**config.mk**
```make
export PLATFORM = sky130hd
export DESIGN_NAME = frame_writer
export DESIGN_NICKNAME = d
export VERILOG_FILES = /design/src/rtl/frame_pkg.sv /design/src/rtl/frame_addr_gen.sv /design/src/rtl/frame_writer.sv
export SDC_FILE = /design/constraint.sdc
export NUM_CORES = 1
export LEC_CHECK = 0
export CAP_MARGIN = 15
export CORE_MARGIN = 2
export CORE_UTILIZATION = 50
export CTS_CLUSTER_SIZE = 20
export DETAILED_ROUTE_END_ITERATION = 6
export PLACE_DENSITY = 0.74
export SLEW_MARGIN = 20
export SYNTH_ARGS = -nofsm -noshare
export SYNTH_HDL_FRONTEND = slang
export SYNTH_SLANG_ARGS = --single-unit
export TNS_END_PERCENT = 50
```
**constraint.sdc**
```tcl
create_clock -name ram_clk -period 5.4 [get_ports ram_clk]
set_input_delay 0.54 -clock ram_clk [delete_from_list [all_inputs] [get_ports ram_clk]]
set_output_delay 0.54 -clock ram_clk [all_outputs]
set_load 0.01 [all_outputs]
```
**src/rtl/frame_pkg.sv**
```systemverilog
// Shared types and helpers for the frame buffer write path.
package frame_pkg;

    typedef enum logic [1:0] {IDLE, SKIP, WRITE, DONE} frame_state_t;

    localparam int DEF_ROW_W          = 15;
    localparam int DEF_COL_W          = 10;
    localparam int DEF_NUM_FRAMES     = 16;
    localparam int DEF_ROWS_PER_FRAME = 300;
    localparam int RING_ROWS          = DEF_NUM_FRAMES * DEF_ROWS_PER_FRAME;
    localparam int ADDR_W             = DEF_ROW_W + DEF_COL_W;

    // Base row of the slot after 'base', wrapping to slot 0 at the end of the ring.
    function automatic int unsigned next_frame_base(input int unsigned base,
                                                    input int unsigned rows_per_frame,
                                                    input int unsigned ring_rows);
        int unsigned nxt;
        nxt = base + rows_per_frame;
        return (nxt >= ring_rows) ? 0 : nxt;
    endfunction

endpackage

```
**src/rtl/frame_addr_gen.sv**
```systemverilog
// Pixel/column/row counters within a frame slot and the ring of slot base rows.
module frame_addr_gen
    import frame_pkg::*;
#(
    parameter int ROW_W            = DEF_ROW_W,
    parameter int COL_W            = DEF_COL_W,
    parameter int NUM_FRAMES       = DEF_NUM_FRAMES,
    parameter int ROWS_PER_FRAME   = DEF_ROWS_PER_FRAME,
    parameter int PIXELS_PER_FRAME = 307200
) (
    input  logic                   ram_clk,
    input  logic                   reset,
    input  logic                   advance,
    input  logic                   restart,
    input  logic                   commit,
    output logic [ROW_W+COL_W-1:0] address,
    output logic                   last_pixel,
    output logic [ROW_W-1:0]       frame_base
);

    localparam int CNT_W = $clog2(PIXELS_PER_FRAME + 1);

    logic [ROW_W-1:0] row_off, row_cur;
    logic [COL_W-1:0] col_off, col_cur;
    logic [CNT_W-1:0] pix_cnt, cnt_cur;

    // A restart writes the current pixel as pixel 0, so it sees zeroed counters.
    always_comb begin
        row_cur = restart ? '0 : row_off;
        col_cur = restart ? '0 : col_off;
        cnt_cur = restart ? '0 : pix_cnt;
    end

    assign address    = {frame_base + row_cur, col_cur};
    assign last_pixel = (pix_cnt == CNT_W'(PIXELS_PER_FRAME - 1));

    always_ff @(posedge ram_clk or negedge reset) begin
        if (!reset) begin
            frame_base <= '0;
            row_off    <= '0;
            col_off    <= '0;
            pix_cnt    <= '0;
        end else if (commit) begin
            frame_base <= ROW_W'(next_frame_base(32'(frame_base), ROWS_PER_FRAME,
                                                 NUM_FRAMES * ROWS_PER_FRAME));
            row_off    <= '0;
            col_off    <= '0;
            pix_cnt    <= '0;
        end else if (advance || restart) begin
            col_off <= col_cur + 1'b1;
            row_off <= (&col_cur) ? row_cur + 1'b1 : row_cur;
            pix_cnt <= cnt_cur + 1'b1;
        end
    end

endmodule

```
**src/rtl/frame_writer.sv**
```systemverilog
// Writes a valid/ready pixel stream into a ring of SDRAM frame slots, one write command per pixel.
module frame_writer
    import frame_pkg::*;
#(
    parameter int PIX_W            = 10,
    parameter int DATA_W           = 16,
    parameter int ROW_W            = DEF_ROW_W,
    parameter int COL_W            = DEF_COL_W,
    parameter int NUM_FRAMES       = DEF_NUM_FRAMES,
    parameter int ROWS_PER_FRAME   = DEF_ROWS_PER_FRAME,
    parameter int PIXELS_PER_FRAME = 307200,
    parameter int REFRESH_GUARD    = 100
) (
    input  logic                   ram_clk,
    input  logic                   reset,
    input  logic                   pix_valid,
    input  logic [PIX_W-1:0]       pix_data,
    input  logic                   pix_sof,
    output logic                   pix_ready,
    input  logic                   capture_en,
    input  logic [7:0]             interval,
    input  logic                   ram_busy,
    input  logic [9:0]             refreshCountdown,
    output logic                   write,
    output logic                   isWrite,
    output logic [ROW_W+COL_W-1:0] address,
    output logic [1:0]             writeMask,
    output logic [DATA_W-1:0]      writeData,
    output logic [ROW_W-1:0]       lastframe,
    output logic                   frame_done,
    output logic                   frame_abort,
    output logic                   keepOpen
);

    localparam bit SINGLE_PIX = (PIXELS_PER_FRAME == 1);

    if (64'(NUM_FRAMES) * 64'(ROWS_PER_FRAME) > (64'd1 << ROW_W)) begin : g_ring_overflow
        $error("frame_writer: frame ring does not fit in ROW_W row bits");
    end
    if (64'(ROWS_PER_FRAME) * (64'd1 << COL_W) < 64'(PIXELS_PER_FRAME)) begin : g_slot_small
        $error("frame_writer: frame slot too small for PIXELS_PER_FRAME");
    end
    if (DATA_W < PIX_W) begin : g_data_narrow
        $error("frame_writer: DATA_W narrower than PIX_W");
    end

    frame_state_t state, state_next;
    logic [7:0]             skip_cnt;
    logic                   accept, emit, advance, restart, commit, abort, skip_dec;
    logic                   last_pixel;
    logic [ROW_W+COL_W-1:0] gen_addr;
    logic [ROW_W-1:0]       frame_base;

    frame_addr_gen #(
        .ROW_W            (ROW_W),
        .COL_W            (COL_W),
        .NUM_FRAMES       (NUM_FRAMES),
        .ROWS_PER_FRAME   (ROWS_PER_FRAME),
        .PIXELS_PER_FRAME (PIXELS_PER_FRAME)
    ) u_addr_gen (
        .ram_clk    (ram_clk),
        .reset      (reset),
        .advance    (advance),
        .restart    (restart),
        .commit     (commit),
        .address    (gen_addr),
        .last_pixel (last_pixel),
        .frame_base (frame_base)
    );

    assign isWrite   = 1'b1;
    assign writeMask = 2'b11;
    assign keepOpen  = (refreshCountdown > 10'(REFRESH_GUARD));

    // Outside WRITE the stream is drained so the upstream FIFO never stalls.
    always_comb begin
        pix_ready = 1'b0;
        case (state)
            IDLE, SKIP: pix_ready = 1'b1;
            WRITE:      pix_ready = ~ram_busy;
            default:    pix_ready = 1'b0;
        endcase
    end

    assign accept = pix_valid & pix_ready;

    always_comb begin
        state_next = state;
        emit       = 1'b0;
        advance    = 1'b0;
        restart    = 1'b0;
        commit     = 1'b0;
        abort      = 1'b0;
        skip_dec   = 1'b0;
        case (state)
            IDLE: begin
                if (accept && pix_sof && capture_en) begin
                    if (skip_cnt == 8'd0) begin
                        restart    = 1'b1;
                        emit       = 1'b1;
                        state_next = SINGLE_PIX ? DONE : WRITE;
                    end else begin
                        skip_dec   = 1'b1;
                        state_next = SKIP;
                    end
                end
            end
            SKIP: state_next = IDLE;
            WRITE: begin
                if (accept) begin
                    emit = 1'b1;
                    if (pix_sof) begin
                        restart = 1'b1;
                        abort   = 1'b1;
                    end else begin
                        advance = 1'b1;
                    end
                    if (pix_sof ? SINGLE_PIX : last_pixel) state_next = DONE;
                end
            end
            DONE: begin
                commit     = 1'b1;
                state_next = IDLE;
            end
            default: state_next = IDLE;
        endcase
    end

    always_ff @(posedge ram_clk or negedge reset) begin
        if (!reset) begin
            state    <= IDLE;
            skip_cnt <= 8'd0;
        end else begin
            state <= state_next;
            if (commit)        skip_cnt <= interval;
            else if (skip_dec) skip_cnt <= skip_cnt - 8'd1;
        end
    end

    // Command outputs hold their last address/data between writes.
    always_ff @(posedge ram_clk or negedge reset) begin
        if (!reset) begin
            write       <= 1'b0;
            address     <= '0;
            writeData   <= '0;
            lastframe   <= '0;
            frame_done  <= 1'b0;
            frame_abort <= 1'b0;
        end else begin
            write       <= emit;
            frame_done  <= commit;
            frame_abort <= abort;
            if (emit) begin
                address   <= gen_addr;
                writeData <= DATA_W'(pix_data);
            end
            if (commit) lastframe <= frame_base;
        end
    end

endmodule

```
[After elaboration in Yosys (flattened, before gate mapping)]
Cells that the tools add are included.
Cells by class
  reduce and logical (&&, ||, !) cells: 11
  muxes and demuxes: 35
  order comparisons: 2
  bitwise logic cells: 2
  eq/ne operators: 7
  $add $sub $neg: 6
Operators with widths (number)
  15-bit two-way mux: 5
  19-bit two-way mux: 3
  10-bit two-way mux: 3
  19-bit by 1-bit adder with 19-bit output, second input constant: 1
  19-bit equality test, second input constant: 1
  15-bit by 9-bit adder with 16-bit output, second input constant: 1
  16-bit by 13-bit greater-or-equal comparator with 1-bit output, second input constant: 1
  8-bit two-way mux: 2
  15-bit by 1-bit adder with 15-bit output, second input constant: 1
  15-bit adder: 1
  1-bit two-way mux: 14
  10-bit by 1-bit adder with 10-bit output, second input constant: 1
  10-bit by 7-bit greater-than comparator with 1-bit output, second input constant: 1
  10-bit AND reduction: 1
  8-bit zero test: 1
  2-bit two-way mux: 4
  8-bit by 1-bit subtractor with 8-bit output, second input constant: 1
  2-bit != test, second input constant: 3
  1-bit case mux with 2 select lines: 3
  2-bit case mux with 3 select lines: 1
  2-bit equality test, second input constant: 2
  2-bit nonzero test: 2
  2-bit OR reduction: 2
  3-bit AND reduction: 1
  other kinds (6): 7
Storage, ports and cells
  word-level logic and storage cells: 75
  output and inout port bits: 64
  bits of input ports: 34
  register bits after elaboration: 122

[Longest topological paths before layout]
Gate-level depths: netlist (run 1).
  depth in word-level cells: 13
  gate-level depth with buffers: 16
  mapped depth without buffers: 15

[By module]
Synthesis (run 1) repeated with hierarchy kept, for this count alone.
Second synthesis, totals
  cell total of the unflattened synthesis: 689
  area, all modules: 6722.7 µm²
By module, submodules not included
  frame_addr_gen: area each 3893.7 µm², cells an instance 456, instances 1, sequential area each 1426.4 µm²
  frame_writer: area each 2829.0 µm², cells an instance 233, instances 1, sequential area each 1576.5 µm²

[Least setup slack after synthesis (run 1)]
No wires, ideal clock.
  path kind: reg2reg
  start point: register skip_cnt[0]
  end point: register address[22]
  buffers on the path: 2
  setup time: 0.120 ns
  path slack: 1.934 ns
  data required time: 5.280 ns
  period minus slack after synthesis: 3.466 ns
  stages on the path, launching flop included: 17
  arrival: 3.347 ns
  cell sequence: dfrtp_1 inv_1 ha_1 nor3b_1 nand4_1 clkbuf_1 and3_1 ha_1 clkbuf_1 a21oi_1 maj3_1 o21ai_0 a21oi_1 o22ai_1 o21a_1 or3_1 a31o_1
Between the ends
  word-level cells in the longest chain between the ends: 6
  elaborated cells on any way between the ends: 7
  classes of those cells: add/sub: 1; mux: 5; reduce/logical: 1
RTL lines
  from (decl): line frame_writer.sv:48  | logic [7:0] skip_cnt;
  from (signal assigned): line frame_writer.sv:135  | if (commit) skip_cnt <= interval;
  from (signal assigned): line frame_writer.sv:136  | else if (skip_dec) skip_cnt <= skip_cnt - 8'd1;
  8-bit zero test *: line frame_writer.sv:98  | if (skip_cnt == 8'd0) begin
  1-bit two-way mux *: line frame_writer.sv:98
  1-bit two-way mux *: line frame_writer.sv:97  | if (accept && pix_sof && capture_en) begin
  1-bit case mux with 2 select lines: line frame_writer.sv:95  | case (state)
  15-bit two-way mux: line frame_addr_gen.sv:29  | row_cur = restart ? '0 : row_off;
  15-bit adder: line frame_addr_gen.sv:34  | assign address = {frame_base + row_cur, col_cur};
  to (signal assigned): line frame_writer.sv:154  | address <= gen_addr;
  to (decl): line frame_writer.sv:26  | output logic [ROW_W+COL_W-1:0] address,
Every way passes the cells marked *; elsewhere a longest branch is shown, timed or not.
A chain may end at the register's enable or synchronous reset.

[Worst setup path in the final report (run 1)]
  start point: input port pix_valid
  end point: register address[22]
Between the ends
  word-level cells in the longest chain between the ends: 7
  elaborated cells on any way between the ends: 10
  classes of those cells: add/sub: 1; mux: 6; bitwise: 1; reduce/logical: 2
RTL lines
  from (decl): line frame_writer.sv:16  | input logic pix_valid,
  1-bit AND *: line frame_writer.sv:85  | assign accept = pix_valid & pix_ready;
  1-bit logical AND (2 in series): line frame_writer.sv:97
  1-bit two-way mux: line frame_writer.sv:97
  1-bit case mux with 2 select lines: line frame_writer.sv:95
  15-bit two-way mux: line frame_addr_gen.sv:29
  15-bit adder: line frame_addr_gen.sv:34
Marks and branches as above.

==> impl_metrics.json, run 1 <==
{
  "outcome": "complete, no violations",
  "dp_slack_ns": 1.03,
  "p_sw_uw": 559,
  "switching_share_pct": 23.3,
  "hpwlAfterDp_mm": 12.2,
  "seq_power_share_pct": 40.0,
  "rows": 42,
  "cts-root-buf": "clkbuf_16",
  "coreArea_sq_um": 13300,
  "max_freq_mhz": 250,
  "stdcell_count": 1068,
  "setup_slack_ns": 1.41,
  "cts_resized": 0,
  "globalplace.congestion": 0.911,
  "utilization_pct": 63.0,
  "io_buffer_count": 86,
  "yosysWarnings": 0,
  "power.density_nw_per_um2": 287,
  "async_reset_ff_share_pct": 100,
  "hold_class": "in -> async",
  "crit_arrival_ns": 4.31,
  "drt_iter0_drc": 538,
  "cp_data_required_time_ns": 5.72,
  "io_pins": 98,
  "drive_gt1_share_pct": 6.84,
  "layout_min_cycle_time_ns": 3.99,
  "drt_wl_total_mm": 18.0,
  "antenna_cells": 0,
  "synth_cell_types": 69,
  "clkTransAtPathRegs_ns": 0.05,
  "htree_levels": 4,
  "maxSlewViolCount": 0,
  "max-clock-path-buffers": 2,
  "via_per_inst": 5.84,
  "combPwrFrac_pct": 9.3,
  "dieArea_sq_um": 14700,
  "criticalPathCategory": "in -> reg",
  "syn-instance-count": 822,
  "holdBufCountCts": 0,
  "syn_area_sq_um": 6860,
  "num-fill-cells": 1166,
  "placed_area_sq_um": 7730,
  "ant_nets": 0,
  "grt_pass1_vias": 5838,
  "p_leak_nw": 3.70,
  "dp_cells": 1036,
  "max_cap_viol_count": 0,
  "tns_ns": 0,
  "avgSynthCellArea_sq_um": 8.34,
  "fin_crit_sh_pct": 73.9,
  "worstMarginPinSlew_ns": 1.08,
  "synth-edff-count": 0,
  "crit_fanout": 18,
  "first_pass_iters": 5,
  "areaGrowthSynthToFinish_pct": 22.1,
  "grt_usage_pct": 25.7,
  "ff2ff_setup_slack_ns": 1.61,
  "clock-sinks": 118,
  "clkPwrFrac_pct": 50.8,
  "drc": 0,
  "fin_nets": 925,
  "fp.dieW_um": 121,
  "p_int_mw": 1.84,
  "post_cts_buffers": 0,
  "relSlewSlack_pct": 27.7,
  "hold_ws_ns": 0.242,
  "yosysSeqAreaShare_pct": 43.1,
  "via_count": 6239,
  "worst_setup_path_end_kind": "flop",
  "setup-violations-final": 0,
  "cts_buffers": 17,
  "rsz0062_at_grt": "false",
  "hold_viol_final": 0,
  "synth_ff_type": "dfrtp_1",
  "clock_skew_ns": 0.00604,
  "total_power_mw": 2.40,
  "finalInstanceArea_sq_um": 8370,
  "start_util_pct": 51.6,
  "worstSkewPairLatency_ns": 0.43,
  "die_h_um": 121,
  "vdd_ir_drop_max_mv": 0.194,
  "antenna_found_initial": 0,
  "grt_max_degree": 73,
  "overflow": 0,
  "start_kind": "primary input",
  "wire_per_inst_um": 16.8,
  "grt_pass1_wl_mm": 29.5,
  "multiInputGateArea_sq_um": 3600,
  "yosys_register_bits": 118,
  "regArea_sq_um": 2950,
  "cts_tree": "yes"
}
cells in the mapped netlist (9+ instances only):
library cell | instances | area (sq um)
nand2_1 | 194 | 728
dfrtp_1 | 118 | 2950
o21ai_0 | 90 | 450
clkbuf_1 | 40 | 150
nor2_1 | 36 | 135
nand3_1 | 33 | 165
a21oi_1 | 24 | 120
and3_1 | 24 | 150
a31oi_1 | 18 | 113
o21ai_1 | 17 | 85.1
nor3_1 | 13 | 65.1
xnor2_1 | 13 | 114
xor2_1 | 13 | 114
buf_4 | 12 | 90.1
ha_1 | 12 | 150
inv_1 | 12 | 45.0
nand4_1 | 12 | 75.1
a32o_1 | 9 | 90.1
layout by cell type (no fill, tap or decap), drive strengths merged, types with 4 or more instances in the layout:
cell,instances
a21o,5
o31ai,6
a21oi,24
nor3,13
ha,12
and3,24
clkdlybuf4s50,85
nand4,13
a211o,5
clkinv,4
inv,15
a31oi,18
nor2,37
a22o,5
dfrtp,118
nand3,36
buf,8
o41ai,4
and4,6
xnor2,13
nand2,194
xor2,13
clkbuf,24
and2,4
a211oi,5
nor4,9
nor4bb,4
a32o,9
conb,12
o22ai,4
o21ai,107
bufinv,4
or3,7
o21a,4
power by group through the flow:
stage                     Sequential, mW  Clock (mW)  Combinational, mW
after floorplan                    0.978           0              0.100
after global placement             0.972           0              0.216
after detailed placement           0.975           0              0.224
after CTS                          0.960        1.23              0.225
after global routing               0.965        1.26              0.247
final                              0.960        1.22              0.223
kinds of logic (layout without fill, tap and decap cells):
| logic type | count (synthesis) | count (layout) | synth area share (%) |
|---|---|---|---|
| buffers and inverters | 80 | 140 | 5.27 |
| XOR/XNOR | 26 | 26 | 3.32 |
| adder cells (fa/ha/maj) | 14 | 14 | 2.48 |
| AO/OA/AOI/OAI | 213 | 213 | 19.3 |
| AND/OR/NAND/NOR | 366 | 366 | 26.0 |
| other | 2 | 12 | 0.110 |
| flip-flops | 118 | 118 | 43.1 |
| multiplexers | 3 | 3 | 0.456 |
critical path, stage by stage:
cell             delay (ns)
clkdlybuf4s50_1        0.47
nor2b_1                0.41
nand3_2                0.43
and3_1                 0.38
ha_1                   0.29
a21oi_1                0.29
maj3_1                 0.28
o21ai_0                0.09
a21oi_1                0.23
o22ai_1                0.16
o21a_1                 0.20
or3_1                  0.31
a31o_1                 0.20
final timing paths:
path                                   startpoint                endpoint  cells past startpoint
max                                     pix_valid             address[22]                     13
min                                         reset             skip_cnt[4]                      1
max reg2reg                              state[0]             address[22]                     12
min reg2reg                u_addr_gen.row_off[11]  u_addr_gen.row_off[11]                      2
max in group asynchronous                   reset             address[24]                      2
min in group ram_clk       u_addr_gen.row_off[11]  u_addr_gen.row_off[11]                      2
sequential cells by signal, summed over array words and instances (netlist names), 2 cells and up:
signal	count
address	25
u_addr_gen.frame_base	13
u_addr_gen.pix_cnt	19
u_addr_gen.row_off	15
lastframe	13
state	2
skip_cnt	8
u_addr_gen.col_off	10
writeData	10
per-layer routing:
metal	track usage, %	share of wire, %
met1	35.4	44
met3	5.78	8.5
met4	10.1	1.7
met5	0	0
met2	39.5	46
layout make-up:
cell class                      instances  share of cell area (%)
Multi-Input combinational cell        634                    43.0
Inverter                               15                   0.672
Clock buffer                           24                    5.87
Timing Repair Buffer                   93                    10.9
Sequential cell                       118                    35.3
Tap cell                              176                    2.63
Clock inverter                          8                    1.72
(Power assumes the default switching activity.)
==> inputs of run 2 (changes only) <==
Settings changed: PLACE_DENSITY 0.74 to 0.77.
Clock period 5.4 ns to 3.3 ns, I/O delays scaled along.
==> impl_metrics.json, run 2 (synthesis results as in run 1) <==
{
  "outcome": "complete, no violations",
  "hold_class": "in -> reg",
  "crit_arrival_ns": 3.45,
  "die_h_um": 121,
  "via_per_inst": 5.81,
  "start_kind": "flop",
  "setup-violations-final": 0,
  "p_leak_nw": 3.95,
  "top_regs": "address: 25 flops, u_addr_gen.pix_cnt: 19 flops, u_addr_gen.row_off: 15 flops",
  "max_cap_viol_count": 0,
  "via_count": 6469,
  "max_freq_mhz": 323,
  "io_pins": 98,
  "worstMarginPinSlew_ns": 0.590,
  "utilization_pct": 66.3,
  "stdcell_count": 1113,
  "vdd_ir_drop_max_mv": 0.276,
  "fp.dieW_um": 121,
  "start_util_pct": 51.6,
  "cts_buffers": 17,
  "io_buffer_count": 86,
  "timing.rr.end": "u_addr_gen.row_off[10]",
  "grt_pass1_wl_mm": 29.5,
  "cp_data_required_time_ns": 3.66,
  "fin_nets": 971,
  "grt_usage_pct": 25.4,
  "clock_skew_ns": 0.00854,
  "dieArea_sq_um": 14700,
  "drc": 0,
  "ff2ff_setup_slack_ns": 0.20,
  "setup_slack_ns": 0.200,
  "grt_pass1_vias": 5947,
  "fin_crit_sh_pct": 93.9,
  "max-clock-path-buffers": 2,
  "worst_setup_path_end_kind": "flop",
  "dp_slack_ns": -0.0627,
  "antenna_found_initial": 0,
  "r2r_cells": 15,
  "largest_reg_flops": 25,
  "cts-root-buf": "clkbuf_16",
  "clock-sinks": 118,
  "criticalPathCategory": "reg -> reg",
  "mostFrequentLayoutCell": "nand2_1",
  "maxSlewViolCount": 0,
  "drt_wl_total_mm": 17.9,
  "globalplace.congestion": 0.944,
  "drive_gt1_share_pct": 12.2,
  "crit_path_max_incr_delay_ns": 0.44,
  "final_cell_mix": "nand2_1, dfrtp_1, o21ai_0, clkdlybuf4s50_1, buf_4",
  "worstSkewPairLatency_ns": 0.42,
  "wire_per_inst_um": 16.1,
  "first_pass_iters": 7,
  "drt_iter0_drc": 579,
  "crit_path_top_delay_cell": "or4b_1",
  "regMostFlops": "address",
  "clkTransAtPathRegs_ns": 0.05,
  "overflow": 0,
  "relSlewSlack_pct": 60.7,
  "layout_min_cycle_time_ns": 3.10,
  "rows": 42,
  "grt_max_degree": 75,
  "hold_ws_ns": 0.443,
  "rsz0062_at_grt": "true",
  "worstSetupEndpoint": "u_addr_gen.row_off[10]",
  "dp_cells": 1080,
  "antenna_cells": 0,
  "hold_viol_final": 0,
  "crit_start": "skip_cnt[0]",
  "areaGrowthSynthToFinish_pct": 28.5,
  "total_power_mw": 3.96,
  "coreArea_sq_um": 13300,
  "reg2reg_from": "skip_cnt[0]",
  "hpwlAfterDp_mm": 12.3,
  "crit_fanout": 10,
  "power.density_nw_per_um2": 449,
  "ant_nets": 0,
  "htree_levels": 4,
  "path_cells": "inv_1 > ha_1 > nor3b_4 > nand4_1 > buf_4 > and3_1 > ha_1 > and3_1 > nand3_1 > nor4_4 > nand3_2 > buf_4 > nor2_2 > or4b_1 > nand2_1",
  "cts_tree": "yes"
}
[run 2: worst min path at each step]
stage,cells past startpoint,from,slack (ns),endpoint
after floorplan,0,reset,0.03,address[0]
after global placement,1,reset,0.37,skip_cnt[2]
after detailed placement,1,reset,0.37,skip_cnt[2]
after CTS,3,pix_data[6],0.43,writeData[6]
after global routing,3,pix_data[2],0.46,writeData[2]
final,3,pix_data[6],0.44,writeData[6]
[run 2: worst max-delay path, delay by kind of cell (launching register included)]
kind	cells	cell delay [ns]
buffers and inverters	3	0.43
DFF	1	0.38
adders and majority gates	2	0.37
and+or+nand+nor	10	1.87
[run 2: per-stage QoR]
stage	TNS (ns)	instance area [sq um]
5_1_grt	-0.0436	8810
4_1_cts	0	8730
3_5_place_dp	-0.152	8080
2_1_floorplan	0	6900
6_report	0	8810
3_3_place_gp	0	8080
[run 2: cell type report]
class / instances / area (sq um)
fillers: 1124 / 4490
inverters: 15 / 56.3
multi-input cells: 634 / 3660
flip-flops and latches: 118 / 2950
well taps: 176 / 220
repair buffers: 139 / 1270
clock inverters: 7 / 141
clock buffers: 24 / 502
[run 2: per-layer routing]
layer,track usage [%],vias up,share of wire [%]
li1,-,3121,-
met1,36.1,3035,45
met3,5.03,40,7.1
met2,38.4,273,45
met4,9.38,0,2.2
met5,0,-,0
[run 2: where the power goes]
part	leakage [nW]	switching, mW	internal, mW	total, mW
logic	2.03	0.205	0.187	0.392
clock network	0.313	0.640	1.36	2.00
registers	1.61	0.0525	1.52	1.57
[run 2: timing repair]
item	CTS	global route
hold endpoints to repair	44	0
gates resized for setup	0	12
endpoints found under the setup margin	0	10
hold buffers	1	0
setup buffers	0	1
